===== config.mk =====
export PLATFORM = sky130hd
export DESIGN_NAME = fetch_unit_flat
export DESIGN_NICKNAME = d
export VERILOG_FILES = /design/src/rtl/fetch_unit_if.sv /design/src/rtl/fetch_unit.sv /design/src/flat_wrapper.sv
export SDC_FILE = /design/constraint.sdc
export NUM_CORES = 1
export LEC_CHECK = 0
export CORE_MARGIN = 3
export CORE_UTILIZATION = 45
export CTS_CLUSTER_DIAMETER = 120
export DETAILED_ROUTE_END_ITERATION = 8
export GPL_ROUTABILITY_DRIVEN = 0
export PLACE_DENSITY = 0.79
export SLEW_MARGIN = 20
export SYNTH_ARGS = -nofsm -noshare
export SYNTH_HDL_FRONTEND = slang
export SYNTH_SLANG_ARGS = --single-unit

===== constraint.sdc =====
create_clock -name clk -period 7.14 [get_ports clk]
set_input_delay 1.428 -clock clk [delete_from_list [all_inputs] [get_ports clk]]
set_output_delay 1.428 -clock clk [all_outputs]
set_load 0.03 [all_outputs]

===== src/rtl/fetch_unit_if.sv =====
// Instruction ROM port between the fetch stage (master) and the synchronous ROM (slave).
// Read data returns one cycle after a cycle with irom_en high.
interface fetch_unit_if;
   logic        irom_en;
   logic [31:0] irom_addr;
   logic [31:0] irom_rdata;

   modport master (output irom_en, output irom_addr, input irom_rdata);
   modport slave  (input irom_en, input irom_addr, output irom_rdata);
endinterface


===== src/rtl/fetch_unit.sv =====
// Fetch stage: PC register, ROM drive, IF/ID register with one-entry skid buffer and flush bubble.
// Optional performance counters are enabled by defining FETCH_PERF_CNT_EN.
module fetch_unit #(
   parameter logic [31:0] RESET_PC = 32'h0000_0000,
   parameter logic [31:0] NOP_INST = 32'h0000_0013
) (
   input  logic        clk,
   input  logic        rst,
   input  logic [31:0] pc_selected,
   input  logic        pre_taken,
   input  logic        stop_IF_ID,
   input  logic        risk_Control,
   output logic [31:0] pc_current,
   fetch_unit_if.master irom,
   output logic        id_valid,
   output logic [31:0] id_pc,
   output logic [31:0] id_pc4,
   output logic [31:0] id_inst,
   output logic        id_pre_taken
`ifdef FETCH_PERF_CNT_EN
   ,
   output logic [31:0] perf_fetch_cnt,
   output logic [31:0] perf_flush_cnt
`endif
);

   logic        flush;
   logic        adv;
   logic        skid_valid;
   logic [31:0] skid_q;

   // A flush must always move the PC, so it overrides a stall.
   assign flush = risk_Control;
   assign adv   = flush | ~stop_IF_ID;

   assign irom.irom_en   = adv & ~rst;
   assign irom.irom_addr = pc_current;

   assign id_inst = ~id_valid ? NOP_INST : (skid_valid ? skid_q : irom.irom_rdata);

   always_ff @(posedge clk or posedge rst) begin
      if (rst) begin
         pc_current <= RESET_PC;
      end else if (adv) begin
         pc_current <= pc_selected;
      end
   end

   // On flush only the valid bit is cleared; the payload fields are left as they were.
   always_ff @(posedge clk or posedge rst) begin
      if (rst) begin
         id_valid     <= 1'b0;
         id_pc        <= 32'h0;
         id_pc4       <= 32'h0;
         id_pre_taken <= 1'b0;
      end else if (flush) begin
         id_valid <= 1'b0;
      end else if (!stop_IF_ID) begin
         id_valid     <= 1'b1;
         id_pc        <= pc_current;
         id_pc4       <= pc_current + 32'd4;
         id_pre_taken <= pre_taken;
      end
   end

   // The ROM word is only valid in the first stall cycle, so it is captured once and kept.
   always_ff @(posedge clk or posedge rst) begin
      if (rst) begin
         skid_valid <= 1'b0;
         skid_q     <= 32'h0;
      end else if (adv) begin
         skid_valid <= 1'b0;
      end else if (id_valid && !skid_valid) begin
         skid_valid <= 1'b1;
         skid_q     <= irom.irom_rdata;
      end
   end

`ifdef FETCH_PERF_CNT_EN
   always_ff @(posedge clk or posedge rst) begin
      if (rst) begin
         perf_fetch_cnt <= 32'h0;
         perf_flush_cnt <= 32'h0;
      end else begin
         if (!flush && !stop_IF_ID) begin
            perf_fetch_cnt <= perf_fetch_cnt + 32'd1;
         end
         if (flush) begin
            perf_flush_cnt <= perf_flush_cnt + 32'd1;
         end
      end
   end
`endif

endmodule

===== src/flat_wrapper.sv =====
// flat-port wrapper written by rule: the top's interface ports become plain ports
module fetch_unit_flat 
#(
   parameter logic [31:0] RESET_PC = 32'h0000_0000,
   parameter logic [31:0] NOP_INST = 32'h0000_0013
)
  (clk, rst, pc_selected, pre_taken, stop_IF_ID, risk_Control, pc_current, id_valid, id_pc, id_pc4, id_inst, id_pre_taken, irom_irom_en, irom_irom_addr, irom_irom_rdata);
  fetch_unit_if irom_i ();
  input  logic clk;
  input  logic rst;
  input  logic [31:0] pc_selected;
  input  logic pre_taken;
  input  logic stop_IF_ID;
  input  logic risk_Control;
  output logic [31:0] pc_current;
  output logic id_valid;
  output logic [31:0] id_pc;
  output logic [31:0] id_pc4;
  output logic [31:0] id_inst;
  output logic id_pre_taken;
  output wire logic [$bits(irom_i.irom_en)-1:0] irom_irom_en;
  output wire logic [$bits(irom_i.irom_addr)-1:0] irom_irom_addr;
  input wire logic [$bits(irom_i.irom_rdata)-1:0] irom_irom_rdata;
  assign irom_irom_en = irom_i.irom_en;
  assign irom_irom_addr = irom_i.irom_addr;
  assign irom_i.irom_rdata = irom_irom_rdata;
  fetch_unit #(.RESET_PC(RESET_PC), .NOP_INST(NOP_INST)) u_core (.clk(clk), .rst(rst), .pc_selected(pc_selected), .pre_taken(pre_taken), .stop_IF_ID(stop_IF_ID), .risk_Control(risk_Control), .pc_current(pc_current), .irom(irom_i), .id_valid(id_valid), .id_pc(id_pc), .id_pc4(id_pc4), .id_inst(id_inst), .id_pre_taken(id_pre_taken));
endmodule

==> flow_metrics.py <==
metrics = {
    "worst_setup_path": {
        "worstPathRequired_ps": 5710,
        "end_kind": "output port",
        "crit_path_start_kind": "primary input",
        "critPathArrivalTime_ps": 3740,
        "critical_path_class": "primary input to output port",
        "crit_fanout": 39,
    },
    "logic_synthesis": {
        "synth.top_cells.by_count": "dfrtp_1, nand2_1, mux2_2",
        "yosysMostFrequentCell": "dfrtp_1",
        "synth_flop_cell": "dfrtp_1",
        "ys_ff_latch": 129,
        "yosys-top-cells-area": "dfrtp_1, mux2_2, nand2_1, mux2i_1, buf_4",
        "yosysWarnings": 0,
        "yosysTopAreaCellShare_pct": 52.4,
        "yosys.area.top_type": "dfrtp_1",
        "syn_avg_cell_area_sq_um": 10.4,
        "ys_types": 39,
        "synthArstFlopShare_pct": 100,
        "synthCells": 591,
        "netlist_area_sq_um": 6160,
        "synthesis.nets": 661,
        "ys_seq_area_share_pct": 52.4,
        "synth-edff-count": 0,
    },
    "final_layout": {
        "drive_gt1_share_pct": 13.8,
        "syn2layout_area_growth_pct": 44.7,
        "finish.instance_area_sq_um": 8910,
        "n_fill_cell": 994,
        "regArea_sq_um": 3230,
        "final_nets": 848,
        "multi_input_area_sq_um": 2520,
        "antenna_cells": 0,
        "stdcell_count": 967,
    },
    "place": {
        "pre_cts_slack_ps": 1990,
        "placed_cells": 935,
        "placed_cell_area_sq_um": 8340,
        "io_buffer_count": 231,
        "dp_hpwl_um": 11700,
    },
    "cts": {
        "cts_setup_buffers": 0,
        "clk_latency_ps": 400,
        "hold_buffers": 0,
        "post_cts_resized": 0,
        "clk_pin_slew_worst_paths_ps": 50,
        "clk_path_buf_depth": 2,
        "cts-buffers-inserted": 17,
        "cts-root-buf": "clkbuf_16",
        "cts_max_level": 4,
        "cts_tree": "done",
        "clkSinkCount": 129,
    },
    "run": {
        "max_cap_violations": 0,
    },
    "hold_path": {
        "hold_path_class": "flop to flop",
    },
    "sta": {
        "setup_viol": 0,
        "fin_crit_sh_pct": 72.3,
        "relSlewSlack_pct": 30.7,
        "finalSetupTns_ps": 0,
        "grt_setup_unrepaired": "no",
        "min_period_ps": 5160,
        "slew_violations": 0,
        "timing_hold_violations_final": 0,
        "clock.fmax_mhz": 194,
        "skew_ps": 7.39,
        "holdWs_ps": 470,
        "timing.final.ws_setup_ps": 1980,
        "tightest_slew_ps": 1040,
    },
    "routing": {
        "wl_per_cell_um": 17.3,
        "via_per_inst": 5.22,
        "vias": 5052,
        "drc": 0,
        "drt_iter0_drc": 306,
        "drtAntennaViolNets": 0,
        "routed_wl_um": 16700,
        "dr.pass1.iters": 5,
    },
    "floorplanning": {
        "rows": 42,
        "initial_utilization_pct": 46.3,
        "die-height_um": 123,
        "die_area_sq_um": 15100,
        "boundaryPins": 232,
        "design.core.area_sq_um": 13300,
        "die_x_um": 123,
    },
    "global_route": {
        "grt_pass1_vias": 5103,
        "grt_pass1_wl_um": 26100,
        "grt.total_usage_pct": 21.9,
        "antenna_found_initial": 0,
        "grt_max_degree": 77,
        "overflow": 0,
    },
    "power": {
        "powerDensity_nw_per_um2": 268,
        "peakVddDrop_uv": 162,
        "leakagePower_nw": 3.75,
    },
    "status": {
        "status": "complete, no violations",
    },
}
worst max-delay path, stage by stage:
cell             delay, ps
clkdlybuf4s50_1        560
nand2b_2               850
and2_1                 230
clkdlybuf4s50_1        660
power by group:
part / internal, mW / switching [mW] / total (mW) / leakage [nW]
Clock: 0.498 / 0.321 / 0.818 / 0.265
Combinational: 0.283 / 0.354 / 0.638 / 1.94
Sequential: 0.844 / 0.0891 / 0.933 / 1.55
per-layer routing:
metal | global-route usage [%] | wire length, um | up-vias
li1 | - | - | 2361
met1 | 27.2 | 6790 | 2473
met2 | 36.6 | 8270 | 199
met3 | 7.27 | 1460 | 19
met4 | 6.51 | 223 | 0
met5 | 0 | 0 | -
registers in the layout, indices dropped and copies added (netlist names):
| signal | cells |
|---|---|
| u_core.id_pc4 | 32 |
| u_core.skid_valid | 1 |
| u_core.id_pc | 30 |
| u_core.skid_q | 32 |
| u_core.id_valid | 1 |
| u_core.id_pre_taken | 1 |
| u_core.irom.irom_addr | 32 |
metrics by stage:
step | utilization (%) | power, mW
detailed placement | 62.7 | 1.59
global placement | 62.7 | 1.57
global route | 67.0 | 2.49
finish | 67.0 | 2.39
floorplan | - | 1.31
CTS | 67.0 | 2.41
kinds of logic (layout without fill, tap and decap cells):
group / count (synthesis) / in the layout / synth area share (%)
AND/OR/NAND/NOR: 235 / 235 / 17.8
flip-flops: 129 / 129 / 52.4
multiplexers: 92 / 92 / 16.2
buffers and inverters: 74 / 274 / 6.99
AO/OA/AOI/OAI: 48 / 48 / 4.69
XOR/XNOR: 12 / 12 / 1.71
adder cells (fa/ha/maj): 1 / 1 / 0.203
area by class of cell:
class	instances	share of cell area (%)
Clock buffer	20	5.13
Timing Repair Buffer	236	26.4
Sequential cell	129	36.2
Inverter	6	0.281
Tap cell	176	2.47
Multi-Input combinational cell	388	28.3
Clock inverter	12	1.22
worst paths after layout:
kind                               endpoint  depth (start not counted)  slack, ps        startpoint
max in group asynchronous   u_core.id_pc[3]                          3       4250               rst
hold reg to reg            u_core.id_pc[31]                          2        470  u_core.id_pc[31]
hold / removal             u_core.id_pc[31]                          2        470  u_core.id_pc[31]
setup / recovery               irom_irom_en                          4       1980      risk_Control
setup reg to reg           u_core.skid_q[6]                          4       4590   u_core.id_valid
min in group asynchronous  u_core.skid_q[0]                          2       1480               rst
layout by cell type, fill, tap and decap left out, drive strengths merged, types with 2 or more instances in the layout:
| cell type | instances |
|---|---|
| o21ai | 24 |
| a31o | 4 |
| o31ai | 5 |
| nor3 | 3 |
| clkbuf | 20 |
| nand3 | 11 |
| nand2 | 127 |
| and3 | 5 |
| and4 | 6 |
| clkdlybuf4s50 | 231 |
| xnor2 | 8 |
| and2 | 2 |
| mux2i | 32 |
| clkinv | 4 |
| dfrtp | 129 |
| a31oi | 10 |
| mux2 | 60 |
| nand4 | 16 |
| nor2 | 50 |
| a21oi | 2 |
| clkinvlp | 5 |
| buf | 5 |
| inv | 8 |
| xor2 | 4 |
| or4 | 5 |
| or3 | 5 |
Note: power is estimated with default switching activity, not from simulation.
